===== src/rtl/base_tagpool.sv =====
// base_tagpool: free-tag pool loaded from the init stream, serving alloc/free handshakes
module base_tagpool #(
  parameter int LOG_COUNT = 1,
  parameter int COUNT = 2**LOG_COUNT
) (
  input  logic                 clk,
  input  logic                 reset,
  input  logic                 init_v,
  input  logic [LOG_COUNT-1:0] init_d,
  output logic                 init_r,
  output logic                 alloc_v,
  output logic [LOG_COUNT-1:0] alloc_d,
  input  logic                 alloc_r,
  input  logic                 free_v,
  input  logic [LOG_COUNT-1:0] free_d,
  output logic                 free_r,
  output logic                 init_done,
  output logic [LOG_COUNT:0]   free_cnt,
  output logic                 err
);
  typedef enum logic {INIT, RUN} state_t;
  state_t state, state_nx;
  logic [LOG_COUNT-1:0] mem [COUNT];
  logic [LOG_COUNT-1:0] rd_ptr, wr_ptr, push_d;
  logic [LOG_COUNT:0]   occ;
  logic [COUNT-1:0]     in_use;
  logic init_fire, alloc_fire, free_fire, free_ok, push;
  always_comb begin
    init_r    = state == INIT;
    init_done = state == RUN;
    free_r    = state == RUN;
    alloc_v   = state == RUN && occ != '0;
    alloc_d   = mem[rd_ptr];
    free_cnt  = occ;
  end
  always_comb begin
    init_fire  = init_v & init_r;
    alloc_fire = alloc_v & alloc_r;
    free_fire  = free_v & free_r;
    free_ok    = free_fire & in_use[free_d];
    push       = init_fire | free_ok;
    push_d     = state == INIT ? init_d : free_d;
  end
  always_comb
    state_nx = (state == INIT && init_fire && occ == (LOG_COUNT+1)'(COUNT-1)) ? RUN : state;
  always_ff @(posedge clk or posedge reset)
    if (reset) state <= INIT;
    else state <= state_nx;
  always_ff @(posedge clk or posedge reset)
    if (reset) begin
      rd_ptr <= '0;
      wr_ptr <= '0;
      occ    <= '0;
      in_use <= '0;
      err    <= 1'b0;
    end else begin
      if (push) wr_ptr <= wr_ptr + 1'b1;
      if (alloc_fire) rd_ptr <= rd_ptr + 1'b1;
      occ <= occ + (LOG_COUNT+1)'(push) - (LOG_COUNT+1)'(alloc_fire);
      if (alloc_fire) in_use[alloc_d] <= 1'b1;
      if (free_ok) in_use[free_d] <= 1'b0;
      if (free_fire && !in_use[free_d]) err <= 1'b1;
    end
  // storage is deliberately unreset; occupancy gates every read
  always_ff @(posedge clk)
    if (push) mem[wr_ptr] <= push_d;
endmodule


===== config.mk =====
export PLATFORM = sky130hd
export DESIGN_NAME = base_tagpool
export DESIGN_NICKNAME = d
export VERILOG_FILES = /design/src/rtl/base_tagpool.sv
export SDC_FILE = /design/constraint.sdc
export NUM_CORES = 1
export LEC_CHECK = 0
export ABC_AREA = 1
export CORE_AREA = 3 3 40 42
export CTS_CLUSTER_SIZE = 8
export DETAILED_ROUTE_END_ITERATION = 6
export DIE_AREA = 0 0 43 45
export PLACE_DENSITY = 0.76
export RECOVER_POWER = 25
export SYNTH_ARGS = -nofsm -noshare
export SYNTH_HDL_FRONTEND = slang
export SYNTH_SLANG_ARGS = --single-unit

===== constraint.sdc =====
create_clock -name clk -period 1.8 [get_ports clk]
set_input_delay 0.36 -clock clk [delete_from_list [all_inputs] [get_ports clk]]
set_output_delay 0.36 -clock clk [all_outputs]
set_load 0.05 [all_outputs]

* Word-level counts from Yosys, hierarchy flattened
Memory sizes are Yosys's and may differ from the RTL's.
Cells that the tools add are included.
** Storage, ports and cells
- Flip-flop bits (word level) :: 8
- RAM bits :: 2
- Input port bits :: 7
- Output and inout bits :: 8
- Memories kept :: 1
** Cells by class
- Add/sub/neg operators :: 4
- Magnitude comparators :: 4
- Equality and inequality tests :: 1
- Muxes and demuxes :: 11
- Bitwise logic cells :: 9
- Reduce and logical (&&, ||, !) cells :: 8
** Memories
- mem :: depth 2, width 1, read ports 1, clocked after Yosys merged registers in 0, write ports 1, line 23 : logic [LOG_COUNT-1:0] mem [COUNT];
** Operators by type and width (number)
- $mux 1 :: 7
- $logic_and 1x1->1 :: 6
- $and 1x1->1 :: 4
- $lt 1x2->1 const B :: 2
- $mux 2 :: 2
- $add 1x1->1 const B :: 2
- $add 2x1->2 :: 1
- $and 2x2->2 :: 1
- $demux 1 s1 :: 2
- $eq 2x1->1 const B :: 1
- $ge 1x1->1 const B :: 2
- $not 2->2 :: 1
- $or 2x2->2 :: 1
- $reduce_bool 2->1 :: 1
- $sub 2x1->2 :: 1
- $logic_not 1->1 :: 1
- $not 1->1 :: 1
- $or 1x1->1 :: 1

* Depth between registers and ports, before layout
An unclocked memory read counts as a cell.
- Word-level depth :: 9
- Depth in mapped cells :: 12

* Least setup slack after synthesis
No wires, ideal clock.
- Kind :: register -> output
- From :: register state (netlist: free_r)
- To :: output port alloc_v
- Arrival :: 1661 ps
- Data required time :: 1440 ps
- Slack :: -221 ps
- Cell stages (with the launch flop) :: 3
- Cell sequence :: dfrtp_1 -> inv_2 -> nor2_1
** Between the ends
- Cells in the longest elaborated chain, start to end :: 1
** RTL lines
- from (decl) :: line 22 : state_t state, state_nx;
- from (signal assigned) :: line 48 : else state <= state_nx;
- $logic_and 1x1->1 :: line 32 : alloc_v = state == RUN && occ != '0;
- to (decl) :: line 11 : output logic alloc_v,
Every way passes these cells.

* Final worst setup path
- From :: input port free_d
- To :: register occ[1] (netlist: free_cnt[1])
** Between the ends
- Cells in the longest elaborated chain, start to end :: 6
** RTL lines
- from (decl) :: line 15 : input logic [LOG_COUNT-1:0] free_d,
- $mux 1 (not written as such) (2 in a row) :: line 40 : free_ok = free_fire & in_use[free_d];
- $and 1x1->1 :: line 40
- $or 1x1->1 :: line 41 : push = init_fire | free_ok;
- $add 2x1->2 :: line 59 : occ <= occ + (LOG_COUNT+1)'(push) - (LOG_COUNT+1)'(alloc_fire);
- $sub 2x1->2 :: line 59
- to (signal assigned) :: line 59
- to (decl) :: line 25 : logic [LOG_COUNT:0] occ;
Every way passes these cells. The select of a mux whose other input is x is not followed.
A chain may end at the register's enable or synchronous reset.

==> flow_summary.json <==
{
  "hold_viol": 0,
  "io_pins": 15,
  "die-area_um2": 1935,
  "yosysTopAreaCellShare": 0.3960,
  "cp.required_ns": 1.96,
  "yosysWarnings": 0,
  "hpwlAfterDp_um": 753,
  "ir_worst_vdd_mv": 0.8833,
  "track_usage": 0.1157,
  "slew_headroom": 0.7815,
  "setup.worst_path.class": "input port to flip-flop",
  "crit_buf_inv": 3,
  "syn2layout_area_growth_pct": 51.49,
  "ant_nets": 0,
  "crit_chain": "clkdlybuf4s50_1 -> inv_1 -> nand2_1 -> nand2_2 -> nand2_2 -> nand2_1 -> nand2_1 -> nand2_1 -> ha_2 -> xnor2_2 -> inv_1 -> nand2_1 -> nand2_1",
  "crit_path_max_incr_delay_ns": 0.49,
  "critical_path.max_fanout": 3,
  "setup_tns_ns": 0,
  "yosys-top-cells-area": "dfrtp_1 40%, edfxtp_1 12%, nand2_1 11%, inv_1 9.7%, nor2_1 4.5%",
  "cpMostUsedCell": "nand2_1",
  "num-fill-cells": 123,
  "grt_max_degree": 9,
  "powerDensity_nw_per_um2": 1573,
  "place.gp.congestion": 0.7126,
  "synth_area_um2": 505.5,
  "cts_tree": "done",
  "finalMaxSlewViolations": 0,
  "htreeDepth": 1,
  "synth.distinct_cells": 17,
  "drc": 0,
  "multi_input_area_um2": 202.7,
  "cts_sinks": 10,
  "start_util": 0.3934,
  "avgSynthCellArea_um2": 8.568,
  "whs_ns": 0.4806,
  "grt_pass1_vias": 370,
  "wl_um": 1005,
  "reg2reg_slack_ns": 0.27,
  "seq_area_frac_synth": 0.5149,
  "skew_ns": 0.002510,
  "arrival_ns": 1.87,
  "core_um2": 1285,
  "period_share": 0.9467,
  "status": "finished clean",
  "die_w_um": 43,
  "grt_antenna_before_repair": 0,
  "maxCapViolCount": 0,
  "layout_min_cycle_time_ns": 1.704,
  "drive_gt1_frac": 0.3415,
  "wl_per_cell_um": 10.36,
  "clkTransAtPathRegs_ns": 0.07,
  "grt_overflow": 0,
  "clkLatencyLatePin_ns": 0.27,
  "slowest_stage": "clkdlybuf4s50_1",
  "p_leak_nw": 0.3897,
  "rows": 13,
  "ys_ff_latch": 10,
  "fp.dieH_um": 45,
  "viasPerCell": 4.629,
  "drt_iter0_drc": 8,
  "min_path_type": "input port to asynchronous set/reset pin",
  "dr.pass1.iters": 4,
  "syn-instance-count": 59,
  "clockBufferDepth": 2,
  "port_buffers": 14,
  "endpoint_kind": "flip-flop",
  "nets": 91,
  "grt_pass1_wl_um": 1573,
  "startpoint_type": "input port",
  "worst_pin_slew_ns": 0.3273,
  "regArea_um2": 262.8,
  "cts_root_buf": "clkbuf_4",
  "clock.fmax_mhz": 586.8,
  "path_delay_family": "buffers and inverters",
  "yosys.area.top_type": "dfrtp_1",
  "cts_buffers": 3,
  "finalSetupViolCount": 0,
  "vias": 449,
  "num_antenna_cells": 0,
  "synth_nets": 67,
  "hold_buffers": 0
}
cell type report:
type | count | share of cell area
Inverter | 14 | 0.07190
Timing Repair Buffer | 20 | 0.2484
Tap cell | 15 | 0.02451
Multi-Input combinational cell | 34 | 0.2647
Clock buffer | 4 | 0.04739
Sequential cell | 10 | 0.3431
sequential cells by signal, indices dropped and copies added (netlist names):
register	count
in_use	2
free_cnt	2
mem	2
rd_ptr	1
wr_ptr	1
err	1
free_r	1
stage by stage:
stage | cell area (um^2) | utilization | setup WS (ns) | power, mW | cells
after floorplan | 513.0 | - | 0.0004695 | 0.7504 | 59
after global placement | 706.9 | 0.5501 | -0.1800 | 0.9459 | 92
after detailed placement | 706.9 | 0.5501 | -0.1838 | 0.9611 | 92
after CTS | 743.2 | 0.5784 | 0.09276 | 1.177 | 96
after global routing | 765.7 | 0.5959 | -0.02412 | 1.289 | 97
final | 765.7 | 0.5959 | 0.09591 | 1.204 | 97
cell families after synthesis:
logic type / after synthesis / share of synthesized area
buffers and inverters: 15 / 0.1188
xor gates and xnor gates: 3 / 0.05199
and+or+nand+nor: 24 / 0.2203
AOI/OAI and AO/OA: 6 / 0.06932
DFF: 10 / 0.5149
adders and majority gates: 1 / 0.02475
cell usage in the layout, fill, tap and decap left out, drive strengths merged, types with 2 or more instances in the layout:
cell	Yosys	routed
a21oi	2	2
buf	1	14
clkbuf	0	4
clkdlybuf4s50	0	5
dfrtp	8	8
edfxtp	2	2
inv	14	14
nand2	15	15
nor2	6	6
o21ai	2	2
xor2	2	2
layer usage:
| layer | up-vias | wire length [um] | track usage |
|---|---|---|---|
| met5 | - | 0 | 0 |
| li1 | 224 | - | - |
| met3 | 2 | 97 | 0.06375 |
| met4 | 0 | 10 | 0.05422 |
| met2 | 17 | 505 | 0.1886 |
| met1 | 206 | 392 | 0.1231 |
where the power goes:
part	total (mW)	internal [mW]	switching (mW)
combinational	0.614	0.254	0.360
sequential	0.383	0.315	0.0687
clock	0.207	0.123	0.0840
total	1.20	0.692	0.512
path summary, 6_finish.rpt:
check                       startpoint           to  cells after the start
max                             free_d  free_cnt[1]                     13
min                              reset       rd_ptr                      2
max reg2reg                free_cnt[1]  free_cnt[1]                      9
min reg2reg                     rd_ptr       rd_ptr                      1
max in group asynchronous        reset       free_r                      2
min in group clk                rd_ptr       rd_ptr                      1
timing repair:
item                                   in CTS  in global routing
endpoints found under the hold margin       0                  0
resized for setup                           0                  4
setup buffers                               0                  1
setup endpoints to repair                   0                  1
cells in the mapped netlist, drive strengths merged:
library cell	number
nor3	1
inv	14
o21ai	2
o21bai	1
ha	1
a21oi	2
nand3	1
nand4	1
edfxtp	2
xnor2	1
o31ai	1
xor2	2
dfrtp	8
nand2	15
nor2	6
buf	1
Power figures use the tool's default switching activity.
